**src/rtl/hs_math_basic_pkg.sv**
```systemverilog
// Small elaboration-time math helpers shared by the hs_* blocks.
package hs_math_basic_pkg;

    function automatic int unsigned ceil_to_nxt_pow2(input int unsigned x);
        int unsigned p;
        p = 1;
        while (p < x) p = p << 1;
        return p;
    endfunction

endpackage

```
**src/rtl/hs_mem_pkg.sv**
```systemverilog
// Shared types and helpers for the hs_mem storage primitives.
package hs_mem_pkg;

    typedef enum logic {HS_MEM_RDW_NEW, HS_MEM_RDW_OLD} hs_mem_rdw_e;

    typedef enum logic {HS_MEM_CLR_IDLE, HS_MEM_CLR_CLEAR} hs_mem_clr_state_e;

    // Widest word the merge helper handles; callers size-cast in and out.
    localparam int HS_MEM_MAX_W = 1024;

    function automatic logic [HS_MEM_MAX_W-1:0] lane_merge(
        input logic [HS_MEM_MAX_W-1:0] old_w,
        input logic [HS_MEM_MAX_W-1:0] new_w,
        input logic [HS_MEM_MAX_W-1:0] ben_mask
    );
        return (old_w & ~ben_mask) | (new_w & ben_mask);
    endfunction

endpackage

```
**src/rtl/hs_mem_clear_fsm.sv**
```systemverilog
// Post-reset array initialiser: walks every address once, then hands the
// write port back to the user.
module hs_mem_clear_fsm
    import hs_mem_pkg::*;
#(
    parameter int ADDR_WIDTH = 4,
    parameter int DEPTH_REAL = 16,
    parameter bit CLEAR_EN   = 1'b1
) (
    input  logic                  clk,
    input  logic                  rst,
    output logic                  init_busy,
    output logic                  clr_we,
    output logic [ADDR_WIDTH-1:0] clr_addr
);

    localparam logic [ADDR_WIDTH-1:0] LAST_ADDR   = ADDR_WIDTH'(DEPTH_REAL - 1);
    localparam hs_mem_clr_state_e     RESET_STATE = CLEAR_EN ? HS_MEM_CLR_CLEAR : HS_MEM_CLR_IDLE;

    hs_mem_clr_state_e     state_q, state_d;
    logic [ADDR_WIDTH-1:0] cnt_q, cnt_d;

    always_ff @(posedge clk or posedge rst) begin
        if (rst) begin
            state_q <= RESET_STATE;
            cnt_q   <= '0;
        end else begin
            state_q <= state_d;
            cnt_q   <= cnt_d;
        end
    end

    always_comb begin
        state_d = state_q;
        cnt_d   = cnt_q;
        clr_we  = 1'b0;
        case (state_q)
            HS_MEM_CLR_CLEAR: begin
                clr_we = 1'b1;
                cnt_d  = cnt_q + ADDR_WIDTH'(1);
                if (cnt_q == LAST_ADDR) state_d = HS_MEM_CLR_IDLE;
            end
            default: ;
        endcase
    end

    assign init_busy = (state_q == HS_MEM_CLR_CLEAR);
    assign clr_addr  = cnt_q;

endmodule

```
**src/rtl/hs_mem_sdpram_cfg.sv**
```systemverilog
// Simple dual-port RAM (one write, one read port, one clock) with byte-lane
// writes, 0/1/2-cycle read latency, selectable read-during-write and self-clear.
module hs_mem_sdpram_cfg
    import hs_mem_pkg::*;
    import hs_math_basic_pkg::*;
#(
    parameter int                    DATA_WIDTH  = 32,
    parameter int                    LANE_WIDTH  = 8,
    parameter int                    DATA_DEPTH  = 16,
    parameter int                    RD_LATENCY  = 1,
    parameter hs_mem_rdw_e           RDW_MODE    = HS_MEM_RDW_NEW,
    parameter bit                    CLEAR_EN    = 1'b1,
    parameter logic [DATA_WIDTH-1:0] CLEAR_VALUE = '0,
    localparam int                   LANES       = DATA_WIDTH / LANE_WIDTH,
    localparam int                   ADDR_WIDTH  = (DATA_DEPTH > 1) ? $clog2(DATA_DEPTH) : 1
) (
    input  logic                  clk,
    input  logic                  rst,
    output logic                  init_busy,
    input  logic [ADDR_WIDTH-1:0] waddr,
    input  logic [DATA_WIDTH-1:0] wdata,
    input  logic [LANES-1:0]      wben,
    input  logic                  wen,
    input  logic [ADDR_WIDTH-1:0] raddr,
    input  logic                  ren,
    output logic [DATA_WIDTH-1:0] rdata,
    output logic                  rvalid
);

    // A single-word configuration still carries a 1-bit address, so it gets two words.
    localparam int DEPTH_REAL = (DATA_DEPTH > 1) ? int'(ceil_to_nxt_pow2(DATA_DEPTH)) : 2;

    if (DATA_WIDTH % LANE_WIDTH != 0) begin : g_err_lane
        $error("DATA_WIDTH must be a multiple of LANE_WIDTH");
    end
    if (RD_LATENCY < 0 || RD_LATENCY > 2) begin : g_err_lat
        $error("RD_LATENCY must be 0, 1 or 2");
    end
    if (DATA_DEPTH < 1) begin : g_err_depth
        $error("DATA_DEPTH must be at least 1");
    end
    if (DATA_WIDTH > HS_MEM_MAX_W) begin : g_err_width
        $error("DATA_WIDTH exceeds HS_MEM_MAX_W");
    end

    logic                  clr_we;
    logic [ADDR_WIDTH-1:0] clr_addr;

    hs_mem_clear_fsm #(
        .ADDR_WIDTH (ADDR_WIDTH),
        .DEPTH_REAL (DEPTH_REAL),
        .CLEAR_EN   (CLEAR_EN)
    ) u_clear_fsm (
        .clk       (clk),
        .rst       (rst),
        .init_busy (init_busy),
        .clr_we    (clr_we),
        .clr_addr  (clr_addr)
    );

    logic                  mem_we;
    logic [ADDR_WIDTH-1:0] mem_addr;
    logic [DATA_WIDTH-1:0] mem_wdata;
    logic [LANES-1:0]      mem_ben;
    logic [DATA_WIDTH-1:0] mem_q [DEPTH_REAL];

    // The clear sequence owns the write port for as long as init_busy is high.
    always_comb begin
        mem_we    = wen;
        mem_addr  = waddr;
        mem_wdata = wdata;
        mem_ben   = wben;
        if (init_busy) begin
            mem_we    = clr_we;
            mem_addr  = clr_addr;
            mem_wdata = CLEAR_VALUE;
            mem_ben   = '1;
        end
    end

    always_ff @(posedge clk) begin
        if (mem_we) begin
            for (int i = 0; i < LANES; i++) begin
                if (mem_ben[i]) mem_q[mem_addr][i*LANE_WIDTH +: LANE_WIDTH] <= mem_wdata[i*LANE_WIDTH +: LANE_WIDTH];
            end
        end
    end

    logic                  rd_acc;
    logic                  rd_hit;
    logic [DATA_WIDTH-1:0] rd_old;
    logic [DATA_WIDTH-1:0] rd_word;
    logic [DATA_WIDTH-1:0] wmask;

    always_comb begin
        wmask = '0;
        for (int i = 0; i < LANES; i++) wmask[i*LANE_WIDTH +: LANE_WIDTH] = {LANE_WIDTH{wben[i]}};
    end

    assign rd_acc = ren & ~init_busy;
    assign rd_hit = wen & ~init_busy & (waddr == raddr);
    assign rd_old = mem_q[raddr];

    // NEW mode forwards the enabled write lanes over the stored word.
    always_comb begin
        rd_word = rd_old;
        if (RDW_MODE == HS_MEM_RDW_NEW && rd_hit) begin
            rd_word = DATA_WIDTH'(lane_merge(HS_MEM_MAX_W'(rd_old), HS_MEM_MAX_W'(wdata), HS_MEM_MAX_W'(wmask)));
        end
    end

    if (RD_LATENCY == 0) begin : g_lat0
        assign rdata  = rd_word;
        assign rvalid = rd_acc;
    end else begin : g_lat_reg
        logic [DATA_WIDTH-1:0] s1_data_q;
        logic                  s1_valid_q;

        always_ff @(posedge clk or posedge rst) begin
            if (rst) begin
                s1_data_q  <= '0;
                s1_valid_q <= 1'b0;
            end else begin
                s1_valid_q <= rd_acc;
                if (rd_acc) s1_data_q <= rd_word;
            end
        end

        if (RD_LATENCY == 1) begin : g_lat1
            assign rdata  = s1_data_q;
            assign rvalid = s1_valid_q;
        end else begin : g_lat2
            logic [DATA_WIDTH-1:0] s2_data_q;
            logic                  s2_valid_q;

            always_ff @(posedge clk or posedge rst) begin
                if (rst) begin
                    s2_data_q  <= '0;
                    s2_valid_q <= 1'b0;
                end else begin
                    s2_valid_q <= s1_valid_q;
                    if (s1_valid_q) s2_data_q <= s1_data_q;
                end
            end

            assign rdata  = s2_data_q;
            assign rvalid = s2_valid_q;
        end
    end

endmodule

```
**config.mk**
```make
export PLATFORM = sky130hd
export DESIGN_NAME = hs_mem_sdpram_cfg
export DESIGN_NICKNAME = d
export VERILOG_FILES = /design/src/rtl/hs_math_basic_pkg.sv /design/src/rtl/hs_mem_pkg.sv /design/src/rtl/hs_mem_clear_fsm.sv /design/src/rtl/hs_mem_sdpram_cfg.sv
export SDC_FILE = /design/constraint.sdc
export NUM_CORES = 1
export LEC_CHECK = 0
export CAP_MARGIN = 20
export CORE_MARGIN = 1
export CORE_UTILIZATION = 55
export DETAILED_ROUTE_END_ITERATION = 10
export GPL_TIMING_DRIVEN = 0
export PLACE_DENSITY = 0.73
export SLEW_MARGIN = 30
export SYNTH_ARGS = -nofsm -noshare
export SYNTH_HDL_FRONTEND = slang
export SYNTH_SLANG_ARGS = --single-unit
```
**constraint.sdc**
```tcl
create_clock -name clk -period 2.4 [get_ports clk]
set_input_delay 0.24 -clock clk [delete_from_list [all_inputs] [get_ports clk]]
set_output_delay 0.24 -clock clk [all_outputs]
set_load 0.02 [all_outputs]
```
* After elaboration in Yosys (flattened, before gate mapping) *
Memory sizes are Yosys's and may differ from the RTL's.
Cells that the tools add are included.

storage, ports and cells
  register bits after elaboration = 38
  latch bits = 0
  bits in writable memories = 512
  memory bits (read-only) = 0
  input bits = 48
  output and inout port bits = 34
  word-level logic and storage cells = 35
  memories kept = 1

memory list
  name   words  bits a word  rd ports  clocked after memory_dff  write ports  RTL line                 RTL
  mem_q  16     32           1         0                         1            hs_mem_sdpram_cfg.sv:65  logic [DATA_WIDTH-1:0] mem_q [DEPTH_REAL];

operators by class
  add/sub/neg operators = 1
  multipliers = 0
  divide/modulo/power cells = 0
  magnitude comparators = 0
  eq/ne operators = 2
  shift operators = 0
  muxes and demuxes = 19
  bitwise gates (word level) = 8
  reductions and logical operators = 0

operators by type and width
  cell                                                            count
  32-bit bitwise AND                                              2
  32-bit two-way mux                                              2
  32-bit NOT                                                      1
  32-bit OR                                                       1
  1-bit two-way mux                                               15
  4-bit two-way mux                                               2
  4-bit by 1-bit adder with 4-bit output (second input constant)  1
  4-bit equality test                                             1
  4-bit equality test (second input constant)                     1
  1-bit bitwise AND                                               3
  1-bit NOT                                                       1

* Logic depth before layout (Yosys ltp) *
Gate-level depths: netlist (run 1).

  depth in word-level cells = 4
  depth in mapped cells = 8
  depth with buffers taken out = 4

* By module *
A second synthesis (run 1) with hierarchy kept.

unflattened totals
  cells, all modules = 1145
  area total of the unflattened synthesis = 21998.6 um2

by module, submodules not included
  module             times used  cells an instance  area each (um2)  seq. area each (um2)
  hs_mem_sdpram_cfg  1           1129               21790.9          16200.5
  hs_mem_clear_fsm   1           16                 207.7            126.4

* Worst setup path after synthesis (run 1) *
Ideal clock, no wire load.

  path type = reg-to-reg
  start = register u_clear_fsm.state_q (netlist: u_clear_fsm.init_busy)
  end = memory mem_q[13][0] (enable)
  setup time = 0.370 ns
  arrival time = 1.713 ns
  required time = 2.030 ns
  setup slack = 0.317 ns
  stages on the path, launching flop included = 6
  path buffers = 1
  clock period less this slack = 2.083 ns
  cells stage by stage = dfstp_2 -> clkbuf_1 -> nand3_1 -> o21ai_0 -> nand2_1 -> nor2_1

on the way
  word-level cells in the longest chain between the ends = 4
  elaborated cells on any way between the ends = 6
  classes of those cells = mux: 6

RTL lines
  item                                     RTL line                 RTL
  from (decl)                              hs_mem_clear_fsm.sv:20   hs_mem_clr_state_e state_q, state_d;
  from (signal assigned)                   hs_mem_clear_fsm.sv:28   state_q <= state_d;
  4-bit two-way mux                        hs_mem_sdpram_cfg.sv:73  if (init_busy) begin
  1-bit two-way mux                        hs_mem_sdpram_cfg.sv:84  if (mem_ben[i]) mem_q[mem_addr][i*LANE_WIDTH +: LANE_WIDTH] <= mem_wdata[i*LANE_WIDTH +: LANE_WIDTH];
  1-bit two-way mux                        hs_mem_sdpram_cfg.sv:82  if (mem_we) begin
  1-bit two-way mux (implied by the code)  hs_mem_sdpram_cfg.sv:84
  to (decl)                                hs_mem_sdpram_cfg.sv:65

Several ways; a longest one is shown, not always the timed one.

* Final worst setup path (run 1) *
  start = register u_clear_fsm.state_q (netlist: u_clear_fsm.init_busy)
  end = memory mem_q[3][20] (enable)

The elaborated chain is that of the path after synthesis.

==> flow_metrics.env, run 1 <==
export IMPL_status="finished with violations"
export IMPL_violations="setup timing"
export IMPL_ys_warn_count=0
export IMPL_tightest_slew_ns=0.959
export IMPL_die_w_um=202
export IMPL_p_leak_nw=8.42
export IMPL_p_per_area_nw_per_um2=783
export IMPL_io_buffer_count=76
export IMPL_cts_made_buffers=53
export IMPL_placed_cell_area_um2=23500
export IMPL_netlist_top_cells_area="edfxtp_1, mux4_2, dfrtp_1, a22o_1, nor2b_1"
export IMPL_final_cell_area_um2=26300
export IMPL_max_freq_mhz=372
export IMPL_wl_um=56700
export IMPL_finalCritPeriodShare=1.12
export IMPL_diodes=0
export IMPL_drtIter0Drc=1421
export IMPL_end_kind="register"
export IMPL_synthDistinctLibCells=32
export IMPL_ios=82
export IMPL_holdCritPathClass="input port to register"
export IMPL_place_congestion=0.897
export IMPL_crit_type="register to register"
export IMPL_topRoutingLayerUsed="met4"
export IMPL_ys_seq_area_frac=0.743
export IMPL_cts_buffer_depth=3
export IMPL_start_util=0.563
export IMPL_wl_met1_um=21100
export IMPL_synth_seq_cells=550
export IMPL_wl_per_cell_um=30.3
export IMPL_synth_avg_cell_area_um2=19.2
export IMPL_fin_ws_ns=-0.286
export IMPL_synth_top_area_frac=0.700
export IMPL_wl_met3_um=5440
export IMPL_nets=1355
export IMPL_n_fill_cell=2465
export IMPL_dieArea_um2=40700
export IMPL_grt_overflow=0
export IMPL_critPathMaxFanout=10
export IMPL_syn_inst=1141
export IMPL_rows=72
export IMPL_report_final_slew_viol_count=0
export IMPL_worstPathArrival_ns=2.93
export IMPL_die_h_um=202
export IMPL_cts_tree="built"
export IMPL_finalHoldWorstSlack_ns=0.304
export IMPL_fin_tns_setup_ns=-33.22
export IMPL_clkSlewWorstSetupHoldPaths_ns=0.06
export IMPL_synth_edf_count=512
export IMPL_grt_pass1_vias=12400
export IMPL_clk_latency_ns=0.60
export IMPL_grt_antenna_before_repair=0
export IMPL_ant_nets=0
export IMPL_syn_area_um2=22000
export IMPL_regArea_um2=16300
export IMPL_cp_data_required_time_ns=2.65
export IMPL_post_dp_hpwl_um=34200
export IMPL_core_um2=39000
export IMPL_htreeDepth=2
export IMPL_clock_sinks=550
export IMPL_drive_gt1_frac=0.284
export IMPL_irDropWorstVdd_v=0.000651
export IMPL_clock_skew_ns=0.0207
export IMPL_synth_most_common_cell="edfxtp_1"
export IMPL_area_growth_pct=19.9
export IMPL_vias=12200
export IMPL_grt_use_total=0.281
export IMPL_maxSlewHeadroom=0.359
export IMPL_cts_root_buf="clkbuf_16"
export IMPL_drv_cap=0
export IMPL_fin_crit_ns=2.69
export IMPL_rsz0062_at_grt="true"
export IMPL_viasPerCell=6.53
export IMPL_syn_nets=1190
export IMPL_multi_input_area_um2=5870
export IMPL_ys_async_sr_fraction=0.0691
export IMPL_yosys_most_used_dff="edfxtp_1"
export IMPL_grt_max_degree=26
export IMPL_power_w=0.0206
export IMPL_grt_pass1_wl_um=81600
export IMPL_setup_viol=356
export IMPL_synth_top_area_cell="edfxtp_1"
export IMPL_wl_met2_um=27900
export IMPL_hold_viol=0
export IMPL_drc=0
export IMPL_firstDrtPassIters=8
export IMPL_yosys_top_cells_count="edfxtp_1, mux4_2, nor2_1, nor2b_1, a22o_1"
export IMPL_startpoint_type="register"
export IMPL_place_ws_ns=-0.600
## area by class of cell
class                           count  share of cell area
Tap cell                          518              0.0246
Timing Repair Buffer              110              0.0506
Inverter                           10             0.00152
Multi-Input combinational cell    509               0.223
Sequential cell                   550               0.620
Clock buffer                       73              0.0571
Clock inverter                     27             0.00874
Buffer                             72              0.0145
## cells in the final DEF, fill, tap and decap left out, types with 6 or more instances in the layout
| master | synthesis | layout |
|---|---|---|
| a22o_1 | 66 | 66 |
| a41oi_1 | 32 | 32 |
| and2_1 | 33 | 33 |
| buf_1 | 5 | 6 |
| buf_12 | 0 | 25 |
| buf_2 | 11 | 13 |
| buf_4 | 4 | 12 |
| buf_6 | 9 | 9 |
| clkbuf_1 | 42 | 44 |
| clkbuf_16 | 0 | 55 |
| clkbuf_2 | 1 | 7 |
| clkbuf_8 | 0 | 6 |
| clkdlybuf4s50_1 | 0 | 76 |
| clkinv_1 | 0 | 10 |
| clkinv_2 | 0 | 11 |
| dfrtp_1 | 37 | 37 |
| edfxtp_1 | 512 | 512 |
| inv_1 | 10 | 9 |
| mux4_2 | 128 | 128 |
| nand2_1 | 17 | 11 |
| nand2_2 | 0 | 6 |
| nor2_1 | 101 | 37 |
| nor2_4 | 0 | 64 |
| nor2b_1 | 67 | 39 |
| nor2b_2 | 0 | 27 |
| o21ai_1 | 30 | 30 |
| xnor2_1 | 6 | 6 |
## repair_timing
item / in CTS / in global routing
setup endpoints to repair: 848 / 913
hold buffers: 1 / 0
hold endpoints to repair: 13 / 0
resized for setup: 115 / 29
setup buffers: 21 / 11
pin swaps: 16 / 10
## cells by family (layout without fill, tap and decap cells)
| family | count (synthesis) | count (layout) | share of synthesized area |
|---|---|---|---|
| flops | 550 | 550 | 0.743 |
| simple gates | 227 | 227 | 0.0510 |
| compound gates | 145 | 145 | 0.0520 |
| mux | 129 | 129 | 0.132 |
| buf+inv | 82 | 292 | 0.0185 |
| xor+xnor | 7 | 7 | 0.00279 |
| fa+ha+maj | 1 | 1 | 0.000570 |
## per-stage QoR
stage,utilization,instances
global placement,0.599,1735
floorplan,-,1141
finish,0.675,1869
detailed placement,0.601,1736
CTS,0.666,1858
global route,0.675,1869
## final timing paths
path | startpoint | endpoint | slack [ns] | depth (start not counted)
min in group asynchronous | rst | rdata[9] | 0.50 | 3
setup reg to reg | u_clear_fsm.init_busy | mem_q[3][20] | -0.29 | 5
setup / recovery | u_clear_fsm.init_busy | mem_q[3][20] | -0.29 | 5
hold / removal | wben[3] | rdata[29] | 0.30 | 3
max in group asynchronous | rst | u_clear_fsm.init_busy | 1.37 | 4
hold reg to reg | u_clear_fsm.clr_addr[2] | u_clear_fsm.init_busy | 0.59 | 1
## power breakdown
part           leakage, nW  internal [W]  total [W]  switching, W
Sequential            5.09        0.0106     0.0107     0.0000565
Clock                0.859       0.00481    0.00834       0.00353
Combinational         2.47      0.000649    0.00159      0.000943
## layer usage
metal	up-vias	GRT usage
li1	4949	-
met1	6342	0.389
met2	759	0.447
met3	153	0.0524
met4	0	0.116
met5	-	0
## registers in the layout (all words and copies together) (netlist names)
register	count
rvalid	1
rdata	32
u_clear_fsm.init_busy	1
mem_q	512
u_clear_fsm.clr_addr	4
## critical path: stages, from the launching register on
cell and delay (ns):
dfstp_2 0.63, clkbuf_2 0.35, nand3_1 0.11, o21ai_0 0.28, nand2_1 0.51, nor2_4 0.43
(Power assumes the default switching activity.)
==> inputs of run 2 (changes only) <==
Settings changed: CORE_UTILIZATION 55 to 50, PLACE_DENSITY 0.73 to 0.67.
==> flow_metrics.env, run 2 (synthesis gave the netlist of run 1 again) <==
export IMPL_drc=0
export IMPL_place_congestion=0.899
export IMPL_cp_data_required_time_ns=2.72
export IMPL_drv_cap=0
export IMPL_mostFrequentLayoutCell="edfxtp_1"
export IMPL_drtIter0Drc=1406
export IMPL_viasPerCell=6.28
export IMPL_cts_root_buf="clkbuf_16"
export IMPL_irDropWorstVdd_v=0.000516
export IMPL_largest_register_ffs=512
export IMPL_fin_util=0.629
export IMPL_final_cell_area_um2=27200
export IMPL_dp_cells=1803
export IMPL_grt_use_total=0.260
export IMPL_area_growth_pct=23.7
export IMPL_final_cell_mix="edfxtp_1, mux4_2, clkdlybuf4s50_1"
export IMPL_die_h_um=212
export IMPL_die_w_um=212
export IMPL_wl_per_cell_um=29.5
export IMPL_p_leak_nw=8.72
export IMPL_cts_tree="built"
export IMPL_tightest_slew_ns=0.983
export IMPL_core_um2=43200
export IMPL_r2r_slack_ns=-0.13
export IMPL_htreeDepth=2
export IMPL_holdCritPathClass="input port to register"
export IMPL_final_cell_count_no_fill=1971
export IMPL_crit_type="register to register"
export IMPL_max_freq_mhz=396
export IMPL_firstDrtPassIters=7
export IMPL_grt_overflow=0
export IMPL_finalHoldWorstSlack_ns=0.331
export IMPL_finalCritPeriodShare=1.05
export IMPL_clock_skew_ns=0.0287
export IMPL_worstPathArrival_ns=2.85
export IMPL_fin_ws_ns=-0.126
export IMPL_wl_um=58200
export IMPL_grt_antenna_before_repair=0
export IMPL_clk_latency_ns=0.61
export IMPL_post_dp_hpwl_um=34700
export IMPL_rsz0062_at_grt="true"
export IMPL_grt_pass1_wl_um=81200
export IMPL_grt_max_degree=33
export IMPL_regMostFlops="mem_q"
export IMPL_status="finished with violations"
export IMPL_vias=12400
export IMPL_fin_crit_ns=2.53
export IMPL_p_per_area_nw_per_um2=780
export IMPL_ios=82
export IMPL_end_kind="register"
export IMPL_startpoint_type="register"
export IMPL_cts_made_buffers=55
export IMPL_placed_cell_area_um2=23600
export IMPL_report_final_slew_viol_count=0
export IMPL_critPathMaxFanout=10
export IMPL_clkSlewWorstSetupHoldPaths_ns=0.07
export IMPL_violations="setup timing"
export IMPL_maxSlewHeadroom=0.340
export IMPL_cts_buffer_depth=3
export IMPL_setup_viol=134
export IMPL_rows=76
export IMPL_hold_viol=0
export IMPL_ant_nets=0
export IMPL_diodes=0
export IMPL_start_util=0.509
export IMPL_nets=1388
export IMPL_drive_gt1_frac=0.305
export IMPL_io_buffer_count=76
export IMPL_clock_sinks=550
export IMPL_grt_pass1_vias=12100
export IMPL_dieArea_um2=44800
==> run 2: layer usage <==
metal | up-vias | track usage | share of wire
li1 | 5024 | - | -
met1 | 6494 | 0.372 | 0.39
met2 | 730 | 0.404 | 0.48
met3 | 136 | 0.0409 | 0.094
met4 | 0 | 0.104 | 0.037
met5 | - | 0 | 0
==> run 2: timing repair <==
action	CTS	global route
setup buffers	24	39
endpoints found under the hold margin	6	0
gates resized for setup	111	24
setup endpoints to repair	1008	609
hold buffers	1	0
pin swaps	26	34
==> run 2: final cells by class <==
cell class	count	area [um^2]
clock buffer	66	1450
buffer	72	385
timing repair buffer	141	1950
tap	585	732
fill	2941	16000
inverter	10	40.0
sequential	550	16300
multi-input combinational	509	5860
clock inverter	38	423
==> run 2: final timing paths <==
path / startpoint / endpoint / depth (start not counted)
worst min-delay path: wben[2] / rdata[17] / 3
worst min register to register: rdata[10] / rdata[10] / 3
worst max register to register: u_clear_fsm.init_busy / mem_q[10][5] / 5
max in group asynchronous: rst / u_clear_fsm.init_busy / 4
min in group asynchronous: rst / rdata[6] / 3
worst max-delay path: u_clear_fsm.init_busy / mem_q[10][5] / 5
==> run 2: through the flow <==
step / total power (W) / setup WS [ns] / setup TNS [ns]
floorplan: 0.0117 / 0.317 / 0
global placement: 0.0123 / -0.619 / -252.90
detailed placement: 0.0124 / -0.604 / -219.95
CTS: 0.0212 / -0.178 / -6.68
global route: 0.0217 / -0.188 / -11.22
finish: 0.0212 / -0.126 / -4.65
==> run 2: worst max-delay path: stages, from the launching register on <==
cell and delay, ns:
dfstp_2 0.64, clkbuf_2 0.34, a32o_1 0.39, nand2_1 0.40, nor2_4 0.28, buf_12 0.16
==> run 2: where the power goes <==
part | switching (W) | total (W) | internal (W)
Clock | 0.00361 | 0.00888 | 0.00527
Combinational | 0.000943 | 0.00161 | 0.000671
Sequential | 0.0000627 | 0.0107 | 0.0106
Total | 0.00461 | 0.0212 | 0.0166
==> inputs of run 3 (changes only) <==
Settings changed: CORE_UTILIZATION 50 to 45, HOLD_SLACK_MARGIN set to 0.06, PLACE_DENSITY 0.67 to unset.
==> flow_metrics.env, run 3 (synthesis gave the netlist of run 1 again) <==
export IMPL_status="finished with violations"
export IMPL_violations="setup timing"
export IMPL_report_final_slew_viol_count=0
export IMPL_core_um2=47900
export IMPL_wl_per_cell_um=29.1
export IMPL_mostFrequentLayoutCell="edfxtp_1"
export IMPL_grt_pass1_wl_um=83000
export IMPL_drtIter0Drc=1316
export IMPL_nets=1374
export IMPL_cp_data_required_time_ns=2.66
export IMPL_clock_skew_ns=0.0174
export IMPL_max_freq_mhz=378
export IMPL_rsz0062_at_grt="true"
export IMPL_wl_um=57800
export IMPL_swShare=0.219
export IMPL_diodes=0
export IMPL_start_util=0.458
export IMPL_grt_overflow=0
export IMPL_area_growth_pct=22.3
export IMPL_clockPowerShare=0.413
export IMPL_place_congestion=0.837
export IMPL_clock_sinks=550
export IMPL_post_dp_hpwl_um=36000
export IMPL_cts_tree="built"
export IMPL_worstPathCellList="clkbuf_2 -> nand3_1 -> o21ai_0 -> nand2_1 -> nor2_4"
export IMPL_viasPerCell=6.00
export IMPL_placed_cell_area_um2=23600
export IMPL_ios=82
export IMPL_holdCritPathClass="input port to register"
export IMPL_setup_viol=396
export IMPL_grt_max_degree=33
export IMPL_combPwrFrac=0.076
export IMPL_end_kind="register"
export IMPL_p_leak_nw=8.59
export IMPL_maxSlewHeadroom=0.329
export IMPL_firstDrtPassIters=5
export IMPL_cts_buffer_depth=3
export IMPL_vias=11900
export IMPL_switching_power_w=0.00458
export IMPL_irDropWorstVdd_v=0.000502
export IMPL_fin_tns_setup_ns=-43.97
export IMPL_cts_made_buffers=56
export IMPL_grt_antenna_before_repair=0
export IMPL_dieArea_um2=49700
export IMPL_critPathMaxStageDelay_ns=0.63
export IMPL_crit_type="register to register"
export IMPL_critPathMaxFanout=10
export IMPL_grt_use_total=0.236
export IMPL_io_buffer_count=76
export IMPL_startpoint_type="register"
export IMPL_hold_viol=0
export IMPL_p_int_w=0.0163
export IMPL_final_cell_area_um2=26900
export IMPL_htreeDepth=2
export IMPL_regMostFlops="mem_q"
export IMPL_place_ws_ns=-0.763
export IMPL_p_per_area_nw_per_um2=779
export IMPL_worstPathArrival_ns=2.91
export IMPL_cp_slowest_cell="dfstp_2"
export IMPL_pwr_share_seq=0.511
export IMPL_fin_crit_ns=2.65
export IMPL_rows=80
export IMPL_clkSlewWorstSetupHoldPaths_ns=0.06
export IMPL_drv_cap=0
export IMPL_die_h_um=223
export IMPL_die_w_um=223
export IMPL_cts_root_buf="clkbuf_16"
export IMPL_grt_pass1_vias=12100
export IMPL_drc=0
export IMPL_drive_gt1_frac=0.297
export IMPL_largest_register_ffs=512
export IMPL_final_cell_mix="edfxtp_1, mux4_2, clkdlybuf4s50_1"
export IMPL_ant_nets=0
export IMPL_fin_ws_ns=-0.248
export IMPL_clk_latency_ns=0.61
export IMPL_tightest_slew_ns=1.00
export IMPL_finalCritPeriodShare=1.10
==> run 3: cell types whose count changed in the layout (fill, tap and decap cells not counted), moves of 4 or more <==
cell | before | now
buf_12 | 54 | 41
clkbuf_8 | 1 | 6
bufinv_16 | 9 | 5
clkinv_2 | 14 | 10
nand2_1 | 4 | 8
nand2_2 | 13 | 9
==> run 3: layer usage <==
| layer | routed length, um | GRT usage | vias to the layer above | part of all wire |
|---|---|---|---|---|
| met1 | 23800 | 0.326 | 6308 | 0.41 |
| met3 | 3740 | 0.0402 | 132 | 0.065 |
| met2 | 28400 | 0.383 | 476 | 0.49 |
| met4 | 1790 | 0.0794 | 0 | 0.031 |
| li1 | - | - | 4994 | - |
| met5 | 0 | 0 | - | 0 |
==> run 3: repair_timing <==
| action | 4_1_cts | 5_1_grt |
|---|---|---|
| endpoints found under the hold margin | 6 | 0 |
| hold buffers | 1 | 0 |
| pin swaps | 21 | 21 |
| gates resized for setup | 118 | 15 |
| setup buffers | 27 | 21 |
| endpoints found under the setup margin | 982 | 670 |
==> run 3: worst paths after layout <==
path | start | endpoint | slack [ns] | depth (start not counted)
worst min-delay path | wben[3] | rdata[30] | 0.30 | 3
worst min register to register | rdata[7] | rdata[7] | 0.61 | 3
worst max register to register | u_clear_fsm.init_busy | mem_q[3][23] | -0.25 | 5
worst max-delay path | u_clear_fsm.init_busy | mem_q[3][23] | -0.25 | 5
max in group asynchronous | rst | u_clear_fsm.init_busy | 1.47 | 4
min in group asynchronous | rst | rdata[29] | 0.45 | 3
==> run 3: worst max-delay path, delay by kind of cell, from the launching register on <==
family	cells	cell delay [ns]
buffers and inverters	1	0.35
and+or+nand+nor	3	1.04
DFF	1	0.63
AOI/OAI and AO/OA	1	0.27
==> run 3: per-stage QoR <==
stage                      util  total power, W  instances  hold WS (ns)
after CTS                 0.550          0.0210       1964         0.257
final                     0.560          0.0209       1985         0.300
after detailed placement  0.493          0.0124       1833         0.499
after global routing      0.560          0.0215       1985         0.301
after global placement    0.490          0.0124       1832         0.544
after floorplan               -          0.0117       1141         0.432
==> run 3: area by class of cell <==
class                   count  area, um^2
plain buffers              72         394
repair buffers            126        1670
inverters                  10        40.0
clock inverters            28         267
multi-input cells         509        5830
well taps                 615         769
clock buffers              75        1550
flip-flops and latches    550       16300
fillers                  3553       21100
==> run 3: power groups by stage <==
stage | Sequential, W | Clock (W) | Combinational [W]
global placement | 0.0109 | 0 | 0.00147
CTS | 0.0107 | 0.00876 | 0.00158
floorplan | 0.0110 | 0 | 0.000784
finish | 0.0107 | 0.00864 | 0.00160
global route | 0.0107 | 0.00910 | 0.00170
detailed placement | 0.0109 | 0 | 0.00151
